===== config.mk =====
export PLATFORM = sky130hd
export DESIGN_NAME = key_pio
export DESIGN_NICKNAME = d
export VERILOG_FILES = /design/src/rtl/key_pio_pkg.sv /design/src/rtl/key_pio_debounce.sv /design/src/rtl/key_pio.sv
export SDC_FILE = /design/constraint.sdc
export NUM_CORES = 1
export LEC_CHECK = 0
export BUFFER_PORTS_ARGS = -buffer_cell sky130_fd_sc_hd__buf_4
export CAP_MARGIN = 40
export CELL_PAD_IN_SITES_DETAIL_PLACEMENT = 0
export CELL_PAD_IN_SITES_GLOBAL_PLACEMENT = 2
export CORE_UTILIZATION = 30
export CTS_CLUSTER_DIAMETER = 120
export DETAILED_ROUTE_END_ITERATION = 10
export GPL_ROUTABILITY_DRIVEN = 0
export GPL_TIMING_DRIVEN = 1
export PLACE_DENSITY = 0.77
export SYNTH_ARGS = -nofsm -noshare
export SYNTH_HDL_FRONTEND = slang
export SYNTH_SLANG_ARGS = --single-unit

===== constraint.sdc =====
create_clock -name clk -period 1.63 [get_ports clk]
set_clock_uncertainty 0.05 [all_clocks]
set_input_delay 0.489 -clock clk [delete_from_list [all_inputs] [get_ports clk]]
set_output_delay 0.489 -clock clk [all_outputs]
set_load 0.005 [all_outputs]

===== src/rtl/key_pio_pkg.sv =====
// Shared constants for the key_pio input port: edge capture modes and register map.
package key_pio_pkg;

  localparam int EDGE_LEVEL   = 0;
  localparam int EDGE_RISING  = 1;
  localparam int EDGE_FALLING = 2;
  localparam int EDGE_ANY     = 3;

  localparam logic [1:0] ADDR_DATA = 2'd0;
  localparam logic [1:0] ADDR_RSVD = 2'd1;
  localparam logic [1:0] ADDR_MASK = 2'd2;
  localparam logic [1:0] ADDR_EDGE = 2'd3;

endpackage


===== src/rtl/key_pio_debounce.sv =====
// Single-bit debounce filter: a change on din is accepted only after it has been
// stable for DEBOUNCE_CYCLES clocks. DEBOUNCE_CYCLES = 0 passes din straight through.
module key_debounce #(
  parameter int DEBOUNCE_CYCLES = 16
) (
  input  logic clk,
  input  logic reset_n,
  input  logic din,
  output logic dout
);

  if (DEBOUNCE_CYCLES == 0) begin : g_bypass
    assign dout = din;
  end else begin : g_filter
    localparam int CW = (DEBOUNCE_CYCLES > 1) ? $clog2(DEBOUNCE_CYCLES) : 1;
    localparam logic [CW-1:0] CNT_LAST = CW'(DEBOUNCE_CYCLES - 1);

    logic [CW-1:0] cnt;
    logic          deb;

    // Any return to the accepted level restarts the count, so glitches are dropped.
    always_ff @(posedge clk or negedge reset_n) begin
      if (!reset_n) begin
        cnt <= '0;
        deb <= 1'b0;
      end else if (din == deb) begin
        cnt <= '0;
      end else if (cnt == CNT_LAST) begin
        deb <= din;
        cnt <= '0;
      end else begin
        cnt <= cnt + 1'b1;
      end
    end

    assign dout = deb;
  end

endmodule


===== src/rtl/key_pio.sv =====
// Avalon-MM input PIO for buttons/switches: synchronised, debounced inputs with
// sticky edge capture (write-1-to-clear) and a maskable interrupt.
module key_pio
  import key_pio_pkg::*;
#(
  parameter int WIDTH           = 4,
  parameter int DEBOUNCE_CYCLES = 16,
  parameter int EDGE_TYPE       = EDGE_RISING
) (
  input  logic             clk,
  input  logic             reset_n,
  input  logic [1:0]       address,
  input  logic             chipselect,
  input  logic             write_n,
  input  logic [31:0]      writedata,
  input  logic [WIDTH-1:0] in_port,
  output logic             irq,
  output logic [31:0]      readdata
);

  logic [WIDTH-1:0] sync1;
  logic [WIDTH-1:0] sync2;
  logic [WIDTH-1:0] deb;
  logic [WIDTH-1:0] deb_d;
  logic [WIDTH-1:0] irq_mask;
  logic [WIDTH-1:0] edgecapture;
  logic [WIDTH-1:0] edge_det;
  logic [WIDTH-1:0] wdata;
  logic [31:0]      rd_mux;
  logic             wr_en;
  logic             unused_wdata;

  assign wr_en        = chipselect & ~write_n;
  assign wdata        = writedata[WIDTH-1:0];
  assign unused_wdata = ^writedata;

  always_ff @(posedge clk or negedge reset_n) begin
    if (!reset_n) begin
      sync1 <= '0;
      sync2 <= '0;
      deb_d <= '0;
    end else begin
      sync1 <= in_port;
      sync2 <= sync1;
      deb_d <= deb;
    end
  end

  for (genvar i = 0; i < WIDTH; i++) begin : g_deb
    key_debounce #(
      .DEBOUNCE_CYCLES(DEBOUNCE_CYCLES)
    ) u_deb (
      .clk    (clk),
      .reset_n(reset_n),
      .din    (sync2[i]),
      .dout   (deb[i])
    );
  end

  always_comb begin
    edge_det = '0;
    case (EDGE_TYPE)
      EDGE_RISING:  edge_det = deb & ~deb_d;
      EDGE_FALLING: edge_det = ~deb & deb_d;
      EDGE_ANY:     edge_det = deb ^ deb_d;
      default:      edge_det = '0;
    endcase
  end

  // New edges are OR-ed in after the clear so a same-cycle edge is never lost.
  always_ff @(posedge clk or negedge reset_n) begin
    if (!reset_n) begin
      irq_mask    <= '0;
      edgecapture <= '0;
    end else begin
      if (wr_en && address == ADDR_MASK) irq_mask <= wdata;
      if (EDGE_TYPE == EDGE_LEVEL) edgecapture <= '0;
      else if (wr_en && address == ADDR_EDGE) edgecapture <= (edgecapture & ~wdata) | edge_det;
      else edgecapture <= edgecapture | edge_det;
    end
  end

  assign irq = (EDGE_TYPE == EDGE_LEVEL) ? |(deb & irq_mask) : |(edgecapture & irq_mask);

  always_comb begin
    rd_mux = '0;
    case (address)
      ADDR_DATA: rd_mux[WIDTH-1:0] = deb;
      ADDR_MASK: rd_mux[WIDTH-1:0] = irq_mask;
      ADDR_EDGE: rd_mux[WIDTH-1:0] = edgecapture;
      default:   rd_mux = '0;
    endcase
  end

  always_ff @(posedge clk or negedge reset_n) begin
    if (!reset_n) readdata <= '0;
    else          readdata <= rd_mux;
  end

endmodule


### Yosys cells after proc, flatten, opt, wreduce, memory -nomap -nowiden

Cells that the tools add are included.

* add/subtract/negate cells: 4
* bitwise logic cells: 13
* reduce and logical (&&, ||, !) cells: 8
* equality and inequality tests: 10
* muxes and demuxes: 10

Operator list (number)
* $mux W4: 9
* $add A4 B1 Y4 const B: 4
* $eq A4 B4 Y1 const B: 4
* $and A4 B4 Y4: 3
* $pmux W4 S3: 1
* $not A4 Y4: 2
* $or A4 B4 Y4: 2
* $reduce_and A2 Y1: 4
* $not A1 Y1: 5
* $eq A1 B1 Y1: 4
* $eq A2 B2 Y1 const B: 2
* $reduce_or A4 Y1: 1
* $logic_and A1 B1 Y1: 2
* $logic_not A2 Y1: 1
* $and A1 B1 Y1: 1

* input port bits: 42
* register bits: 44

### Longest topological paths before layout

* depth in word-level cells: 4
* depth in mapped cells: 4

### Cells and area by module

Synthesis repeated with hierarchy kept, for this count alone.

* cells, all modules: 164
* area, all modules: 2033.2 um^2

By module, submodules not included
* key_pio: sequential area each 600.6 um^2, cells an instance 92, area each 1112.3 um^2, times used 1
* key_debounce: sequential area each 125.1 um^2, cells an instance 18, area each 230.2 um^2, times used 4

### Least setup slack after synthesis

Ideal clock, no wire load.

* kind: input to register
* start point: in address[0]
* end point: reg irq_mask[0]
* data required time: 1.455 ns
* stages: 3
* path buffers: 1
* arrival time: 1.230 ns
* path slack: 0.224 ns
* cell sequence: buf_6 and4bb_4 mux2_4

* cells in the longest elaborated chain, start to end: 2

RTL lines
* start: declaration: RTL line key_pio.sv:12 `input logic [1:0] address,`
* $eq A2 B2 Y1: RTL line key_pio.sv:76 `if (wr_en && address == ADDR_MASK) irq_mask <= wdata;`
* $logic_and A1 B1 Y1: RTL line key_pio.sv:76
* end signal: assignment: RTL line key_pio.sv:76
* end: declaration: RTL line key_pio.sv:25 `logic [WIDTH-1:0] irq_mask;`

Every way passes these cells.
A chain may end at the register's enable or synchronous reset.

### Worst setup path after layout

* start point: reg edgecapture[3]
* end point: out irq

* cells in the longest elaborated chain, start to end: 2

RTL lines
* start: declaration: RTL line key_pio.sv:26 `logic [WIDTH-1:0] edgecapture;`
* start signal: assignment: RTL line key_pio.sv:78 `else if (wr_en && address == ADDR_EDGE) edgecapture <= (edgecapture & ~wdata) | edge_det;`
* start signal: assignment: RTL line key_pio.sv:79 `else edgecapture <= edgecapture | edge_det;`
* $and A4 B4 Y4: RTL line key_pio.sv:83 `assign irq = (EDGE_TYPE == EDGE_LEVEL) ? |(deb & irq_mask) : |(edgecapture & irq_mask);`
* $reduce_or A4 Y1: RTL line key_pio.sv:83
* end: declaration: RTL line key_pio.sv:17 `output logic irq,`

Every way passes these cells.

==> reports/results.ini <==
[flow_run]
drv_cap = 0

[yosys]
ys_ff_latch = 44
synth-adder-area-share_pct = 2.57
synth_compound_area_share_pct = 7.90
synth_area_leaders = dfrtp_1, buf_4, mux2_2
syn-cell-area_um2 = 1950
ys_warn_count = 0
synth.avg_cell_area_um2 = 12.5
synthMuxAreaShare_pct = 7.71
syn_inst = 156
synth_top_family_by_area = buffers and inverters
synth_simple_gate_area_share_pct = 8.61
ys_types = 22
synth_area_leader_cell = dfrtp_1
synthXorXnorAreaFrac_pct = 3.60
seq_area_frac_synth_pct = 56.5
synth_top_cell_area_share_pct = 56.5

[detailed_routing]
wl_per_cell_um = 11.2
drtAntennaViolNets = 0
drt_wl_total_um = 2900
drt_iter0_markers = 45
via_per_inst = 4.24
via_count = 1095
drtPass1Iterations = 4
drcViolationCount = 0

[timing]
finalSetupViolations = 1
hold_slack_ns = 0.123
slew_violations = 0
period_share_pct = 100
slew_headroom_pct = 63.1
fmax_mhz = 612
fin_ws_ns = -0.00280
hold_viol = 0
post-route-min-period_ns = 1.63
worst_pin_slew_ns = 0.553
rsz0062_at_grt = yes

[clock_tree]
clockBufferDepth = 2
root_buffer = clkbuf_8
htree_levels = 2
cts_sinks = 44
cts_tree = done
cts_buffers = 5
clk_pin_slew_ns = 0.08
worst_skew_pair.late_latency_ns = 0.29

[finish]
seqCellArea_um2 = 1100
fin_nets = 228
final_layout_size_suffix_gt1_share_pct = 23.0
final_cells = 258
final_common_cell = dfrtp_1
area.growth.synth_to_final_pct = 12.5
fin_area_um2 = 2190
n_antenna_cell = 0
fill_cells = 618
final_cell_mix = dfrtp_1, conb_1, buf_4
multi_input_area_um2 = 697

[floorplan]
dieWidth_um = 82.6
dieArea_um2 = 6820
die_h_um = 82.6
row_count = 28
io_pins = 75
start_util_pct = 32.0
core_area_um2 = 6100

[worst_setup_path]
cp_data_required_time_ns = 1.09
cp_data_arrival_time_ns = 1.09
r2r_end = g_deb[0].u_deb.dout
end_kind = primary output
ff2ff_setup_slack_ns = 0.35
rr_startpoint = g_deb[0].u_deb.g_filter.cnt[0]
startpoint_type = flop
cp_max_fo = 2
r2r_cells = 3
worstSetupPathType = reg2out

[grt]
grt-ovfl-total = 0
grt_use_met1_pct = 11.6
grt_max_degree = 45
top_usage_layer = met2
use_met2_pct = 15.0
grtUsageTotal_pct = 9.77
grt_pass1_wl_um = 4800
antenna_found_initial = 0
met3_usage_pct = 3.41
grt_pass1_vias = 1038

[placement]
placed_cells = 247
io_buffers = 18
placed_area_um2 = 2060
dp_hpwl_um = 1980

[power_and_ir_drop]
design_power_total_mw = 2.23
power_density_nw_per_um2 = 1020
power.leakage_nw = 1.04
peakVddDrop_uv = 350

[status]
violations = negative setup slack
run_status = complete, but fails checks

[worst_hold_path]
worstHoldPathType = in2async

## flip-flops by register name, summed over array words and instances, names as in the netlist
| signal | flops |
|---|---|
| edgecapture | 4 |
| irq_mask | 4 |
| readdata | 4 |
| g_deb.u_deb.g_filter.cnt | 16 |
| g_deb.u_deb.dout | 4 |
| sync1 | 4 |
| deb_d | 4 |
| sync2 | 4 |
## critical path: stages (launching register included)
cell,delay (ns)
dfrtp_1,0.40
a22oi_1,0.18
nand2_1,0.09
buf_6,0.12
## worst max path at each step
stage                    from           to  slack, ns  depth (start not counted)
2_1_floorplan      address[0]  irq_mask[0]       0.22                          3
3_3_place_gp       address[0]  irq_mask[3]       0.15                          3
3_5_place_dp       address[0]  irq_mask[1]       0.15                          3
4_1_cts        edgecapture[3]          irq      -0.02                          3
5_1_grt        edgecapture[3]          irq      -0.06                          3
6_report       edgecapture[3]          irq     -0.003                          3
## area by class of cell
| cell class | instances | share of cell area, % |
|---|---|---|
| clock buffers | 6 | 3.31 |
| clock inverters | 2 | 1.60 |
| inverters | 8 | 1.37 |
| multi-input cells | 102 | 31.8 |
| flip-flops and latches | 44 | 50.3 |
| well taps | 75 | 4.28 |
| repair buffers | 21 | 7.37 |
## cell families after synthesis
group / count (synthesis)
and+or+nand+nor: 27
DFF: 44
xor gates and xnor gates: 8
other: 1
adders and majority gates: 4
muxes: 12
buffers and inverters: 37
AOI/OAI and AO/OA: 23
## per-layer routing
metal	wire length (µm)	up-vias
met3	181	7
met2	1270	38
met4	82	0
met5	0	-
met1	1370	523
li1	-	527
## what timing repair did
item	4_1_cts	5_1_grt
buffers inserted	3	0
pin swaps	1	0
endpoints found under the setup margin	1	1
hold endpoints to repair	0	0
gates resized for setup	0	1
hold buffers	0	0
gates cloned	0	0
## synth_stat cells
| library cell | n |
|---|---|
| and4b_2 | 1 |
| mux2_2 | 8 |
| dfrtp_1 | 44 |
| mux2_4 | 4 |
| conb_1 | 1 |
| a311oi_1 | 1 |
| and4bb_4 | 1 |
| nor2_1 | 5 |
| buf_4 | 28 |
| nand4b_1 | 4 |
| nand3_1 | 4 |
| a22o_1 | 8 |
| buf_6 | 1 |
| o21ai_0 | 4 |
| xnor2_1 | 8 |
| a22oi_1 | 2 |
| ha_1 | 4 |
| a21oi_1 | 8 |
| nand2_1 | 5 |
| nor2b_1 | 4 |
| inv_1 | 8 |
| nor3b_1 | 3 |
## report_power, final
part | switching [mW] | total (mW) | internal, mW
Clock | 0.357 | 0.812 | 0.455
Sequential | 0.0483 | 1.20 | 1.16
Combinational | 0.0938 | 0.212 | 0.119
Total | 0.500 | 2.23 | 1.73
## stage by stage
step	worst slack (ns)	setup TNS (ns)	utilization [%]
after global routing	-0.0648	-0.0648	35.9
final	-0.00280	-0.00280	35.9
after global placement	0.148	0	33.7
after floorplan	0.224	0	-
after CTS	-0.0241	-0.0241	35.9
after detailed placement	0.151	0	33.7
(Power assumes the default switching activity.)
